`src/rtl/bit_serializer.sv`:
```
// bit_serializer: parallel-to-serial shifter with a one-word hold buffer so consecutive
// frames leave dout_valid high with no idle cycle between them.
module bit_serializer #(
    parameter int WIDTH     = 8,
    parameter bit MSB_FIRST = 1'b1,
    parameter bit IDLE_BIT  = 1'b0
) (
    input  logic             clk,
    input  logic             rst,
    input  logic [WIDTH-1:0] in_data,
    input  logic             in_valid,
    output logic             in_ready,
    input  logic             ser_en,
    output logic             dout,
    output logic             dout_valid,
    output logic             frame_done,
    output logic             busy
);
    localparam int CW = $clog2(WIDTH);
    localparam logic [CW-1:0] LAST = CW'(WIDTH - 1);

    typedef enum logic {IDLE, SHIFT} state_t;

    state_t           state;
    logic [WIDTH-1:0] hold_reg;
    logic [WIDTH-1:0] sreg;
    logic [WIDTH-1:0] sreg_next;
    logic             hold_full;
    logic [CW-1:0]    bit_cnt;
    logic             accept;
    logic             last_edge;
    logic             load;

    function automatic logic head(input logic [WIDTH-1:0] w);
        return MSB_FIRST ? w[WIDTH-1] : w[0];
    endfunction

    assign in_ready  = !hold_full && !rst;
    assign accept    = in_valid && in_ready;
    assign sreg_next = MSB_FIRST ? {sreg[WIDTH-2:0], 1'b0} : {1'b0, sreg[WIDTH-1:1]};
    assign last_edge = (state == SHIFT) && ser_en && (bit_cnt == LAST);
    // A held word starts immediately from IDLE, or replaces the finishing frame on its last edge.
    assign load      = hold_full && ((state == IDLE) || last_edge);
    assign busy      = (state == SHIFT) || hold_full;

    always_ff @(posedge clk) begin
        if (rst) begin
            state      <= IDLE;
            hold_reg   <= '0;
            hold_full  <= 1'b0;
            sreg       <= '0;
            bit_cnt    <= '0;
            frame_done <= 1'b0;
            dout       <= IDLE_BIT;
            dout_valid <= 1'b0;
        end else begin
            frame_done <= last_edge;
            if (accept) begin
                hold_reg  <= in_data;
                hold_full <= 1'b1;
            end
            if (load) begin
                sreg       <= hold_reg;
                hold_full  <= 1'b0;
                bit_cnt    <= '0;
                state      <= SHIFT;
                dout       <= head(hold_reg);
                dout_valid <= 1'b1;
            end else if (last_edge) begin
                state      <= IDLE;
                dout       <= IDLE_BIT;
                dout_valid <= 1'b0;
            end else if (state == SHIFT && ser_en) begin
                sreg    <= sreg_next;
                bit_cnt <= bit_cnt + CW'(1);
                dout    <= head(sreg_next);
            end
        end
    end
endmodule

```
`config.mk`:
```
export PLATFORM = sky130hd
export DESIGN_NAME = bit_serializer
export DESIGN_NICKNAME = d
export VERILOG_FILES = /design/src/rtl/bit_serializer.sv
export SDC_FILE = /design/constraint.sdc
export NUM_CORES = 1
export LEC_CHECK = 0
export ABC_AREA = 1
export BUFFER_PORTS_ARGS = -buffer_cell sky130_fd_sc_hd__buf_2
export CAP_MARGIN = 20
export CORE_MARGIN = 4
export CORE_UTILIZATION = 30
export DETAILED_ROUTE_END_ITERATION = 7
export GPL_TIMING_DRIVEN = 0
export PLACE_DENSITY = 0.48
export SLEW_MARGIN = 20
export SYNTH_ARGS = -nofsm -noshare
export SYNTH_HDL_FRONTEND = slang
export SYNTH_SLANG_ARGS = --single-unit
```
`constraint.sdc`:
```
create_clock -name clk -period 1.75 [get_ports clk]
set_clock_uncertainty 0.1 [all_clocks]
set_input_delay 0.175 -clock clk [delete_from_list [all_inputs] [get_ports clk]]
set_output_delay 0.175 -clock clk [all_outputs]
set_load 0.1 [all_outputs]
```
==> results.sh, run 1 <==
export IMPL_diodes=0
export IMPL_setup_slack_ns=0.09826
export IMPL_synth_adder_area_share_pct=2.614
export IMPL_rsz0062_at_grt="no"
export IMPL_ys_ff_latch=22
export IMPL_rr_endpoint="sreg[2]$_SDFFE_PP0P_"
export IMPL_fin_setup_tns_ns=0
export IMPL_period_share_pct=94.38
export IMPL_grt_max_degree=14
export IMPL_synthXorXnorAreaFrac_pct=0
export IMPL_firstDrtPassIters=4
export IMPL_seq_area_frac_synth_pct=46.01
export IMPL_finalCriticalPeriod_ns=1.652
export IMPL_power_mw=1.220
export IMPL_die_area_mm2=0.004158
export IMPL_ir_drop_uv=298.4
export IMPL_drt_iter0_markers=56
export IMPL_final_util_pct=41.64
export IMPL_p_leak_nw=0.5734
export IMPL_dpl_hpwl_um=1412
export IMPL_start_util_pct=31.35
export IMPL_dp_slack_ns=-0.01725
export IMPL_worst_setup_path_end_kind="flip-flop"
export IMPL_largest_reg_flops=8
export IMPL_syn_to_final_growth_pct=32.81
export IMPL_setup_violations=0
export IMPL_worst_endpoint_required_ns=1.87
export IMPL_rrSetupSlack_ns=0.1
export IMPL_syn_area_per_cell_um2=7.251
export IMPL_reg2reg_from="bit_cnt[0]$_SDFFE_PP0P_"
export IMPL_hp_class="primary input to flip-flop"
export IMPL_clock_sinks=22
export IMPL_die_height_um=64.49
export IMPL_cap_violations=0
export IMPL_io_buffers=16
export IMPL_fin_hold_ws_ns=0.01569
export IMPL_cts_buffers=3
export IMPL_grt_usage_pct=10.42
export IMPL_cts_tree="built"
export IMPL_synthesis_nets=146
export IMPL_syn_area_um2=957.2
export IMPL_ant_nets=0
export IMPL_drc=0
export IMPL_htree_levels=1
export IMPL_vias=880
export IMPL_worst_path_max_fanout=7
export IMPL_grt_pass1_vias=788
export IMPL_synthCells=132
export IMPL_final_common_cell="nand2_1"
export IMPL_synth_top_family_by_area="simple AND/OR/NAND/NOR gates"
export IMPL_fmax_ghz=0.6054
export IMPL_final_cell_mix="nand2_1 (44), dfxtp_1 (20), buf_2 (16)"
export IMPL_slew_headroom_pct=61.62
export IMPL_fin_area_mm2=0.001271
export IMPL_io_pins=17
export IMPL_gr_total_overflow=0
export IMPL_drive_gt1_share_pct=28.22
export IMPL_root_buffer="clkbuf_4"
export IMPL_holdPathStages=2
export IMPL_crit_arrival_ns=1.77
export IMPL_die_x_um=64.49
export IMPL_ys_warn_count=0
export IMPL_status="complete, no violations"
export IMPL_hold_violations=0
export IMPL_drt_total_wl_um=1948
export IMPL_core_area_mm2=0.003053
export IMPL_rows=20
export IMPL_crit_type="flip-flop to flip-flop"
export IMPL_drt_wirelength_per_cell_um=9.411
export IMPL_gp_congestion=0.8291
export IMPL_clk_insertion_delay_late_ns=0.32
export IMPL_synth_compound_area_share_pct=9.804
export IMPL_nets=178
export IMPL_placed_cells=192
export IMPL_synth_mux_area_share_pct=0
export IMPL_cp_start_kind="flip-flop"
export IMPL_worst_slew_pin_slew_ns=0.5757
export IMPL_grt_pass1_wl_um=3394
export IMPL_clk_pin_slew_worst_paths_ns=0.14
export IMPL_p_per_area_mw_per_mm2=959.8
export IMPL_worstHoldEndpoint="hold_reg[7]$_SDFFE_PP0P_"
export IMPL_final_cells=207
export IMPL_antenna_found_initial=0
export IMPL_r2r_cells=10
export IMPL_synth_simple_area_share_pct=35.03
export IMPL_place_area_mm2=0.001096
export IMPL_synth_distinct_cells=23
export IMPL_clockBufferDepth=2
export IMPL_min_from="rst"
export IMPL_avgViaCountPerCell=4.251
export IMPL_drv_slew=0
==> per-layer routing <==
metal | vias up | GRT usage, % | part of all wire [%] | wire length [um]
li1 | 484 | - | - | -
met4 | 0 | 3.958 | 0.82 | 16
met5 | - | 0 | 0 | 0
met1 | 373 | 14.06 | 52 | 1022
met3 | 2 | 2.773 | 4.7 | 91
met2 | 21 | 15.85 | 42 | 818
==> how the worst max path moves through the flow <==
stage | from | endpoint
global route | bit_cnt[1]$_SDFFE_PP0P_ | sreg[2]$_SDFFE_PP0P_
global placement | bit_cnt[0]$_SDFFE_PP0P_ | sreg[5]$_SDFFE_PP0P_
CTS | bit_cnt[0]$_SDFFE_PP0P_ | sreg[5]$_SDFFE_PP0P_
detailed placement | bit_cnt[0]$_SDFFE_PP0P_ | sreg[5]$_SDFFE_PP0P_
finish | bit_cnt[0]$_SDFFE_PP0P_ | sreg[2]$_SDFFE_PP0P_
floorplan | state$_SDFFE_PP0P_ | sreg[2]$_SDFFE_PP0P_
==> timing repair <==
item	in CTS	in global routing
resized for setup	1	6
pin swaps	0	1
hold endpoints to repair	8	0
hold buffers	8	0
buffers inserted	0	3
setup endpoints to repair	6	7
==> Yosys cell counts <==
master,number,area (um^2)
dfxtp_1,22,440.4
o211ai_1,1,7.510
inv_1,9,33.78
inv_2,2,7.510
o31ai_1,1,7.510
a21oi_1,7,35.03
ha_1,2,25.02
nor3_2,1,10.01
nand4_1,1,6.260
nand2_1,45,168.9
clkinv_2,1,5.000
nor2_2,7,43.79
nand2_2,2,12.51
buf_2,1,5.000
o21ai_0,7,35.03
nor2_1,8,30.03
clkbuf_1,1,3.750
or2_1,1,6.260
buf_4,1,7.510
o21ai_2,1,8.760
or2_2,1,6.260
nand3_1,9,45.04
or2_0,1,6.260
==> report_power, final <==
part	internal (mW)	total [mW]	switching (mW)	leakage [nW]
Sequential	0.540	0.568	0.0278	0.181
Combinational	0.0916	0.259	0.167	0.364
Clock	0.232	0.394	0.162	0.0279
==> logic make-up (layout without fill, tap and decap cells) <==
group                    after synthesis  after routing
AO/OA/AOI/OAI                         17             17
AND/OR/NAND/NOR                       76             76
adder cells (fa/ha/maj)                2              2
buffers and inverters                 15             46
flip-flops                            22             22
==> worst max-delay path, cell delays in order (launching register included) <==
cell and delay [ns]:
dfxtp_2 0.36, ha_1 0.15, ha_2 0.20, nand3_2 0.11, nand2_2 0.12, nand2_4 0.09, buf_4 0.16, nand2_1 0.06
nand3_1 0.08, nand2_1 0.08, inv_1 0.03
==> cell type report <==
cell class,instances,area [um^2]
Fill cell,339,1782
Multi-Input combinational cell,95,471.7
Sequential cell,22,442.9
Timing Repair Buffer,27,185.2
Tap cell,44,55.05
Inverter,12,47.55
Clock inverter,1,30.03
Clock buffer,3,22.52
Buffer,3,16.27
Power figures use the tool's default switching activity.
==> inputs of run 2 (changes only) <==
--- a/config.mk
+++ b/config.mk
@@ -8,11 +8,12 @@
 export ABC_AREA = 1
 export BUFFER_PORTS_ARGS = -buffer_cell sky130_fd_sc_hd__buf_2
 export CAP_MARGIN = 20
-export CORE_MARGIN = 4
-export CORE_UTILIZATION = 30
+export CELL_PAD_IN_SITES_DETAIL_PLACEMENT = 1
+export CELL_PAD_IN_SITES_GLOBAL_PLACEMENT = 2
+export CORE_UTILIZATION = 29
 export DETAILED_ROUTE_END_ITERATION = 7
 export GPL_TIMING_DRIVEN = 0
-export PLACE_DENSITY = 0.48
+export PLACE_DENSITY = 0.75
 export SLEW_MARGIN = 20
 export SYNTH_ARGS = -nofsm -noshare
 export SYNTH_HDL_FRONTEND = slang
==> results.sh, run 2 (synthesis gave the netlist of run 1 again) <==
export IMPL_rows=20
export IMPL_gr_total_overflow=0
export IMPL_die_x_um=59.45
export IMPL_status="complete, no violations"
export IMPL_cts_tree="built"
export IMPL_cp_start_kind="flip-flop"
export IMPL_maxUsedRoutingLayer="met4"
export IMPL_max_stage_delay_ns=0.36
export IMPL_period_share_pct=92.83
export IMPL_drt_iter0_markers=13
export IMPL_met1Wirelength_um=1122
export IMPL_fmax_ghz=0.6156
export IMPL_clk_insertion_delay_late_ns=0.30
export IMPL_drive_gt1_share_pct=27.33
export IMPL_worst_path_max_fanout=6
export IMPL_finalCriticalPeriod_ns=1.625
export IMPL_final_common_cell="nand2_1"
export IMPL_antenna_found_initial=0
export IMPL_drv_slew=0
export IMPL_clockPowerShare_pct=21.9
export IMPL_p_leak_nw=0.5544
export IMPL_cts_buffers=3
export IMPL_dp_slack_ns=-0.06788
export IMPL_path_common_cell="nand2_1"
export IMPL_grt_max_degree=12
export IMPL_die_height_um=59.45
export IMPL_crit_arrival_ns=1.74
export IMPL_vias=901
export IMPL_hold_violations=0
export IMPL_drt_wirelength_per_cell_um=11.05
export IMPL_crit_type="flip-flop to flip-flop"
export IMPL_drt_total_wl_um=2266
export IMPL_fill_cells=404
export IMPL_crit_slowest_cell="dfxtp_2"
export IMPL_nets=177
export IMPL_p_seq_share_pct=53.7
export IMPL_ant_nets=0
export IMPL_met3_length_um=40
export IMPL_combPwrFrac_pct=24.4
export IMPL_root_buffer="clkbuf_4"
export IMPL_die_area_mm2=0.003534
export IMPL_slew_headroom_pct=61.87
export IMPL_dpl_hpwl_um=1645
export IMPL_rsz0062_at_grt="no"
export IMPL_worst_setup_path_end_kind="flip-flop"
export IMPL_clockBufferDepth=2
export IMPL_grt_usage_pct=15.06
export IMPL_power_switching_uw=350.5
export IMPL_drc=0
export IMPL_power_mw=1.060
export IMPL_largest_reg_flops=8
export IMPL_wl_met2_um=1085
export IMPL_setup_slack_ns=0.1255
export IMPL_syn_to_final_growth_pct=28.76
export IMPL_grt_pass1_wl_um=3905
export IMPL_final_cell_mix="nand2_1 (44), dfxtp_1 (20), buf_2 (16)"
export IMPL_firstDrtPassIters=4
export IMPL_avgViaCountPerCell=4.395
export IMPL_worst_slew_pin_slew_ns=0.5720
export IMPL_internal_power_uw=709.2
export IMPL_io_pins=17
export IMPL_clock_sinks=22
export IMPL_netSwitchingFraction_pct=33.07
export IMPL_clk_pin_slew_worst_paths_ns=0.12
export IMPL_start_util_pct=30.85
export IMPL_diodes=0
export IMPL_setup_violations=0
export IMPL_hp_class="primary input to flip-flop"
export IMPL_cap_violations=0
export IMPL_worst_endpoint_required_ns=1.87
export IMPL_crit_chain="ha_1 > ha_2 > nand3_2 > nand2_2 > nand2_4 > buf_4 > nand2_1 > nand3_1 > nand2_1 > inv_1"
export IMPL_io_buffers=16
export IMPL_grt_pass1_vias=897
export IMPL_gp_congestion=0.6858
export IMPL_htree_levels=1
export IMPL_cpLargestDelayFamily="simple AND/OR/NAND/NOR gates"
export IMPL_p_per_area_mw_per_mm2=859.8
export IMPL_core_area_mm2=0.003103
export IMPL_ir_drop_uv=255.4
export IMPL_path_buf_inv=2
run 2: cell type report:
cell class              count  area, um^2  area share, %
inverters                  12       46.29          3.756
repair buffers             26       177.7          14.42
flip-flops and latches     22       442.9          35.94
plain buffers               3       16.27          1.320
well taps                  44       55.05          4.467
multi-input cells          95       471.7          38.27
clock buffers               3       22.52          1.827
run 2: worst reg2reg max path, stage by stage (launching register included):
cell and delay (ns):
dfxtp_2 0.36, ha_1 0.15, ha_2 0.21, nand3_2 0.11, nand2_2 0.13, nand2_4 0.09
buf_4 0.15, nand2_1 0.05, nand3_1 0.08, nand2_1 0.07, inv_1 0.03
run 2: stage by stage:
stage,instance area (um^2),instances,utilization [%],hold slack [ns],setup TNS [ns]
after global routing,1232,205,39.72,0.06272,0
after floorplan,960.9,132,-,0.1785,0
after detailed placement,1096,192,35.32,0.2864,-0.3174
after CTS,1219,205,39.27,0.03793,0
final,1232,205,39.72,0.04057,0
after global placement,1096,192,35.32,0.2720,-0.1944
run 2: final timing paths:
kind	depth (start not counted)	slack, ns	start	end
max	10	0.13	bit_cnt[0]$_SDFFE_PP0P_	sreg[3]$_SDFFE_PP0P_
min	2	0.04	rst	hold_reg[7]$_SDFFE_PP0P_
min reg2reg	2	0.39	sreg[0]$_SDFFE_PP0P_	sreg[0]$_SDFFE_PP0P_
max reg2reg	10	0.13	bit_cnt[0]$_SDFFE_PP0P_	sreg[3]$_SDFFE_PP0P_
run 2: power by group through the flow:
| stage | sequential (mW) | combinational, mW | clock, mW |
|---|---|---|---|
| final | 0.569 | 0.258 | 0.233 |
| after global routing | 0.576 | 0.287 | 0.263 |
| after CTS | 0.568 | 0.259 | 0.243 |
| after detailed placement | 0.579 | 0.237 | 0 |
| after global placement | 0.577 | 0.232 | 0 |
| after floorplan | 0.600 | 0.161 | 0 |
run 2: what timing repair did:
item,4_1_cts,5_1_grt
resized for setup,1,5
pin swaps,0,1
setup buffers,2,0
endpoints found under the hold margin,8,0
hold buffers,8,0
endpoints found under the setup margin,7,11
run 2: per-layer routing:
| layer | global-route usage (%) | up-vias |
|---|---|---|
| li1 | - | 473 |
| met1 | 18.47 | 416 |
| met2 | 25.84 | 10 |
| met3 | 1.965 | 2 |
| met4 | 7.143 | 0 |
| met5 | 0 | - |
